<file path="config.mk">
export PLATFORM = sky130hd
export DESIGN_NAME = alu_scan_param
export DESIGN_NICKNAME = d
export VERILOG_FILES = /design/src/rtl/alu_scan_param.sv
export SDC_FILE = /design/constraint.sdc
export NUM_CORES = 1
export LEC_CHECK = 0
export BUFFER_PORTS_ARGS = -buffer_cell sky130_fd_sc_hd__buf_2
export CAP_MARGIN = 20
export CORE_ASPECT_RATIO = 2
export CORE_MARGIN = 5
export CORE_UTILIZATION = 30
export CTS_CLUSTER_SIZE = 28
export DETAILED_ROUTE_END_ITERATION = 7
export GPL_TIMING_DRIVEN = 1
export PLACE_DENSITY = 0.47
export SLEW_MARGIN = 20
export SYNTH_ARGS = -nofsm -noshare
export SYNTH_HDL_FRONTEND = slang
export SYNTH_SLANG_ARGS = --single-unit
</file>
<file path="constraint.sdc">
create_clock -name clk -period 2.49 [get_ports clk]
set_input_delay 0.1245 -clock clk [delete_from_list [all_inputs] [get_ports clk]]
set_output_delay 0.1245 -clock clk [all_outputs]
set_load 0.01 [all_outputs]
</file>
<file path="src/rtl/alu_scan_param.sv">
// Two-stage ALU whose opcode, operand, result (and optional flag) registers form one scan chain.
// Define ALU_SCAN_FLAGS_EN to add carry/zero flag registers to the datapath and to the chain.
module alu_scan_param #(
  parameter int WIDTH = 4
) (
  input  logic             clk,
  input  logic             rst,
  input  logic             scan_en,
  input  logic             scan_in,
  input  logic [2:0]       op_code,
  input  logic [WIDTH-1:0] A,
  input  logic [WIDTH-1:0] B,
  output logic [WIDTH-1:0] result,
  output logic             carry,
  output logic             zero,
  output logic             scan_out,
  output logic             scan_done
);

`ifdef ALU_SCAN_FLAGS_EN
  localparam int F = 2;
`else
  localparam int F = 0;
`endif
  localparam int CHAIN_LEN = 3 + 3*WIDTH + F;
  localparam int CW        = $clog2(CHAIN_LEN);
  localparam logic [CW-1:0] LAST = CW'(CHAIN_LEN - 1);
  localparam int RES_LSB   = F;
  localparam int B_LSB     = F + WIDTH;
  localparam int A_LSB     = F + 2*WIDTH;
  localparam int OP_LSB    = F + 3*WIDTH;

  // Every architectural register lives in chain_q; the named fields are views of it.
  logic [CHAIN_LEN-1:0] chain_q;
  logic [CHAIN_LEN-1:0] func_next;
  logic [CW-1:0]        shift_cnt;
  logic [2:0]           op_q;
  logic [WIDTH-1:0]     a_q;
  logic [WIDTH-1:0]     b_q;
  logic [WIDTH-1:0]     res_q;
  logic [WIDTH-1:0]     alu_res;

  assign op_q  = chain_q[OP_LSB  +: 3];
  assign a_q   = chain_q[A_LSB   +: WIDTH];
  assign b_q   = chain_q[B_LSB   +: WIDTH];
  assign res_q = chain_q[RES_LSB +: WIDTH];

  always_comb begin
    alu_res = '0;
    case (op_q)
      3'b000:  alu_res = a_q + b_q;
      3'b001:  alu_res = a_q - b_q;
      3'b010:  alu_res = a_q & b_q;
      3'b011:  alu_res = a_q | b_q;
      3'b100:  alu_res = a_q ^ b_q;
      3'b101:  alu_res = {a_q[WIDTH-2:0], 1'b0};
      3'b110:  alu_res = {1'b0, a_q[WIDTH-1:1]};
      default: alu_res = a_q;
    endcase
  end

`ifdef ALU_SCAN_FLAGS_EN
  logic cf_q;
  logic zf_q;
  logic alu_cf;

  // An unsigned add wrapped iff the truncated sum is smaller than an addend.
  always_comb begin
    alu_cf = 1'b0;
    case (op_q)
      3'b000:  alu_cf = (alu_res < a_q);
      3'b001:  alu_cf = (a_q < b_q);
      3'b101:  alu_cf = a_q[WIDTH-1];
      3'b110:  alu_cf = a_q[0];
      default: alu_cf = 1'b0;
    endcase
  end

  assign cf_q      = chain_q[1];
  assign zf_q      = chain_q[0];
  assign func_next = {op_code, A, B, alu_res, alu_cf, (alu_res == '0)};
  assign carry     = cf_q;
  assign zero      = zf_q;
`else
  assign func_next = {op_code, A, B, alu_res};
  assign carry     = 1'b0;
  assign zero      = 1'b0;
`endif

  // Shift mode freezes functional capture; leaving it resumes capture with the chain intact.
  always_ff @(posedge clk) begin
    if (rst) begin
      chain_q   <= '0;
      shift_cnt <= '0;
      scan_done <= 1'b0;
    end else if (scan_en) begin
      chain_q   <= {scan_in, chain_q[CHAIN_LEN-1:1]};
      shift_cnt <= (shift_cnt == LAST) ? '0 : shift_cnt + 1'b1;
      scan_done <= (shift_cnt == LAST);
    end else begin
      chain_q   <= func_next;
      shift_cnt <= '0;
      scan_done <= 1'b0;
    end
  end

  assign result   = res_q;
  assign scan_out = chain_q[0];

endmodule

</file>
==> results.yml <==
outcome:
  status: "complete, no violations"
sta:
  slew_headroom_pct: 63.2
  tightest_slew_ns: 0.552
  final_max_slew_viol_count: 0
  skew_ns: 0.00144
  finalCriticalPeriod_ns: 2.19
  rsz0062_at_grt: "false"
  fin_crit_sh_pct: 87.9
  setup_viol: 0
  fin_ws_ns: 0.302
  fmax_mhz: 457
  final_hold_viol_count: 0
  setup_tns_ns: 0
setup_path:
  crit_start: "chain_q[4]"
  cp_slowest_cell: "fa_1"
  crit_arrival_ns: 2.34
  slowest_delay_ns: 0.44
  cp-end-kind: "flop"
  r2r_start: "chain_q[4]"
  crit_type: "reg -> reg"
  crit_chain: "inv_1 -> ha_1 -> nand2_1 -> o21ai_0 -> fa_1 -> xnor2_1 -> a221o_1 -> a21oi_1 -> a2111oi_1"
  cp-start-kind: "flop"
  crit_fanout: 4
  worstPathRequired_ns: 2.64
layout:
  fin_area_sq_mm: 0.00148
  final_nets: 191
  final_common_cell: "nor2_1"
  n_fill_cell: 481
  area_delta_synth_final_pct: 10.0
  drive_above_1_share_pct: 20.6
  num_antenna_cells: 0
  mostFrequentLayoutCells: "nor2_1, dfxtp_1, buf_2, ha_1, mux2i_1"
global_routing:
  grt_overflow: 0
  grt_antenna_before_repair: 0
  grt_use_total_pct: 11.4
  grt_start_max_net_pins: 24
  grt_pass1_vias: 1081
  grt_pass1_wl_um: 5170
synthesis:
  synth-seq-cells: 20
  yosys.area.top_type_share_pct: 29.7
  synthTopCellsByArea: "dfxtp_1, ha_1, mux2i_1, nor2_1, buf_4"
  synth_flop_cell: "dfxtp_1"
  synth_warnings: 0
  async_flop_share_pct: 0
  ys_seq_area_share_pct: 29.7
  syn_area_sq_mm: 0.00135
  avgSynthCellArea_sq_um: 9.23
  synth_top_area_cell: "dfxtp_1"
  ys_types: 36
  synth_edf_count: 0
  synthesis.instances: 146
cts:
  postCtsResizedCells: 0
  holdBufCountCts: 0
  insertion_delay_ns: 0.27
  cts-htree-levels: 1
  cts_buffer_depth: 2
  clock-root-buffer: "clkbuf_8"
  clk_pin_slew_worst_paths_ns: 0.08
  cts_buffers: 3
  cts_sinks: 20
  cts_tree: "built"
  post-cts-setup-buffers: 0
routing:
  via_per_inst: 4.75
  routed_wl_um: 3130
  drtIter0Drc: 13
  num_vias: 1016
  ant_nets: 0
  drt-pass1-iter-count: 2
  drc: 0
  wl_per_cell_um: 14.6
place:
  post_dp_cell_area_sq_mm: 0.00143
  place.gp.congestion: 0.879
  dp_slack_ns: 0.303
  io_buffers: 20
  dp_hpwl_um: 2490
die:
  die_y_um: 105
  die_w_um: 57.4
  rows: 34
  die_area_sq_mm: 0.00601
  fp.coreArea_sq_mm: 0.00434
  io-pin-count: 23
  start_util_pct: 31.1
flow_run:
  cap_violations: 0
power_and_ir_drop:
  powerDensity_mw_per_mm2: 538
  p_leak_nw: 0.646
  vdd_drop_max_v: 0.000314
worst_hold_path:
  hp-class: "in -> reg"
  hp-start: "B[2]"
kinds of logic after synthesis:
group / after synthesis / share of synthesized area, %
simple gates: 41 / 14.4
buf+inv: 26 / 11.8
compound gates: 22 / 12.4
flops: 20 / 29.7
fa+ha+maj: 15 / 14.5
mux: 15 / 13.0
xor+xnor: 6 / 3.90
other cells: 1 / 0.278
cell type report:
cell class / count / area [sq um] / area share (%)
multi-input combinational: 101 / 792 / 53.4
sequential: 20 / 400 / 27.0
timing repair buffer: 23 / 123 / 8.27
tap: 54 / 67.6 / 4.56
clock buffer: 4 / 55.1 / 3.71
inverter: 12 / 45.0 / 3.04
power by group:
part / internal [mW] / switching (mW)
registers: 0.339 / 0.0186
logic: 0.0862 / 0.0967
clock network: 0.141 / 0.116
total: 0.567 / 0.231
state kept, by name (all words and copies together) (netlist names):
signal     cells
chain_q       15
shift_cnt      4
scan_done      1
through the flow:
stage	utilization, %	instances	hold WS (ns)	power [mW]
detailed placement	32.9	210	0.366	0.552
CTS	34.2	214	0.0845	0.814
floorplan	-	147	0.268	0.513
finish	34.2	214	0.0847	0.797
global route	34.2	214	0.0862	0.856
global placement	32.9	210	0.357	0.548
cells in the mapped netlist (2+ instances only):
cell type,n
dfxtp_1,20
buf_6,3
mux2i_1,13
xor2_1,2
nand2_1,6
nor3b_1,3
nand3b_1,2
xnor2_1,4
nor3_1,2
mux4_2,2
inv_1,12
nor2b_1,2
ha_1,14
buf_4,7
nor2_1,21
buf_2,2
o21a_1,2
o21ai_0,5
a21oi_1,5
nand3_1,3
worst max-delay path: cells and delay by family, from the launching register on:
kind                       cells  cell delay, ns
AOI/OAI and AO/OA              4            0.64
buffers and inverters          1            0.10
adders and majority gates      2            0.74
xor gates and xnor gates       1            0.16
DFF                            1            0.38
and+or+nand+nor                1            0.05
per-layer routing:
layer	GRT usage, %	routed length, um	vias to the layer above
li1	-	-	513
met2	21.6	1800	16
met1	9.83	1060	476
met5	0	0	-
met3	1.60	71	11
met4	8.96	196	0
final timing paths:
path	to	slack [ns]	cells after the start
worst max register to register	chain_q[2]	0.30	9
worst min-delay path	chain_q[6]	0.08	3
worst min register to register	shift_cnt[0]	0.47	1
worst max-delay path	chain_q[2]	0.30	9
(Power assumes the default switching activity.)
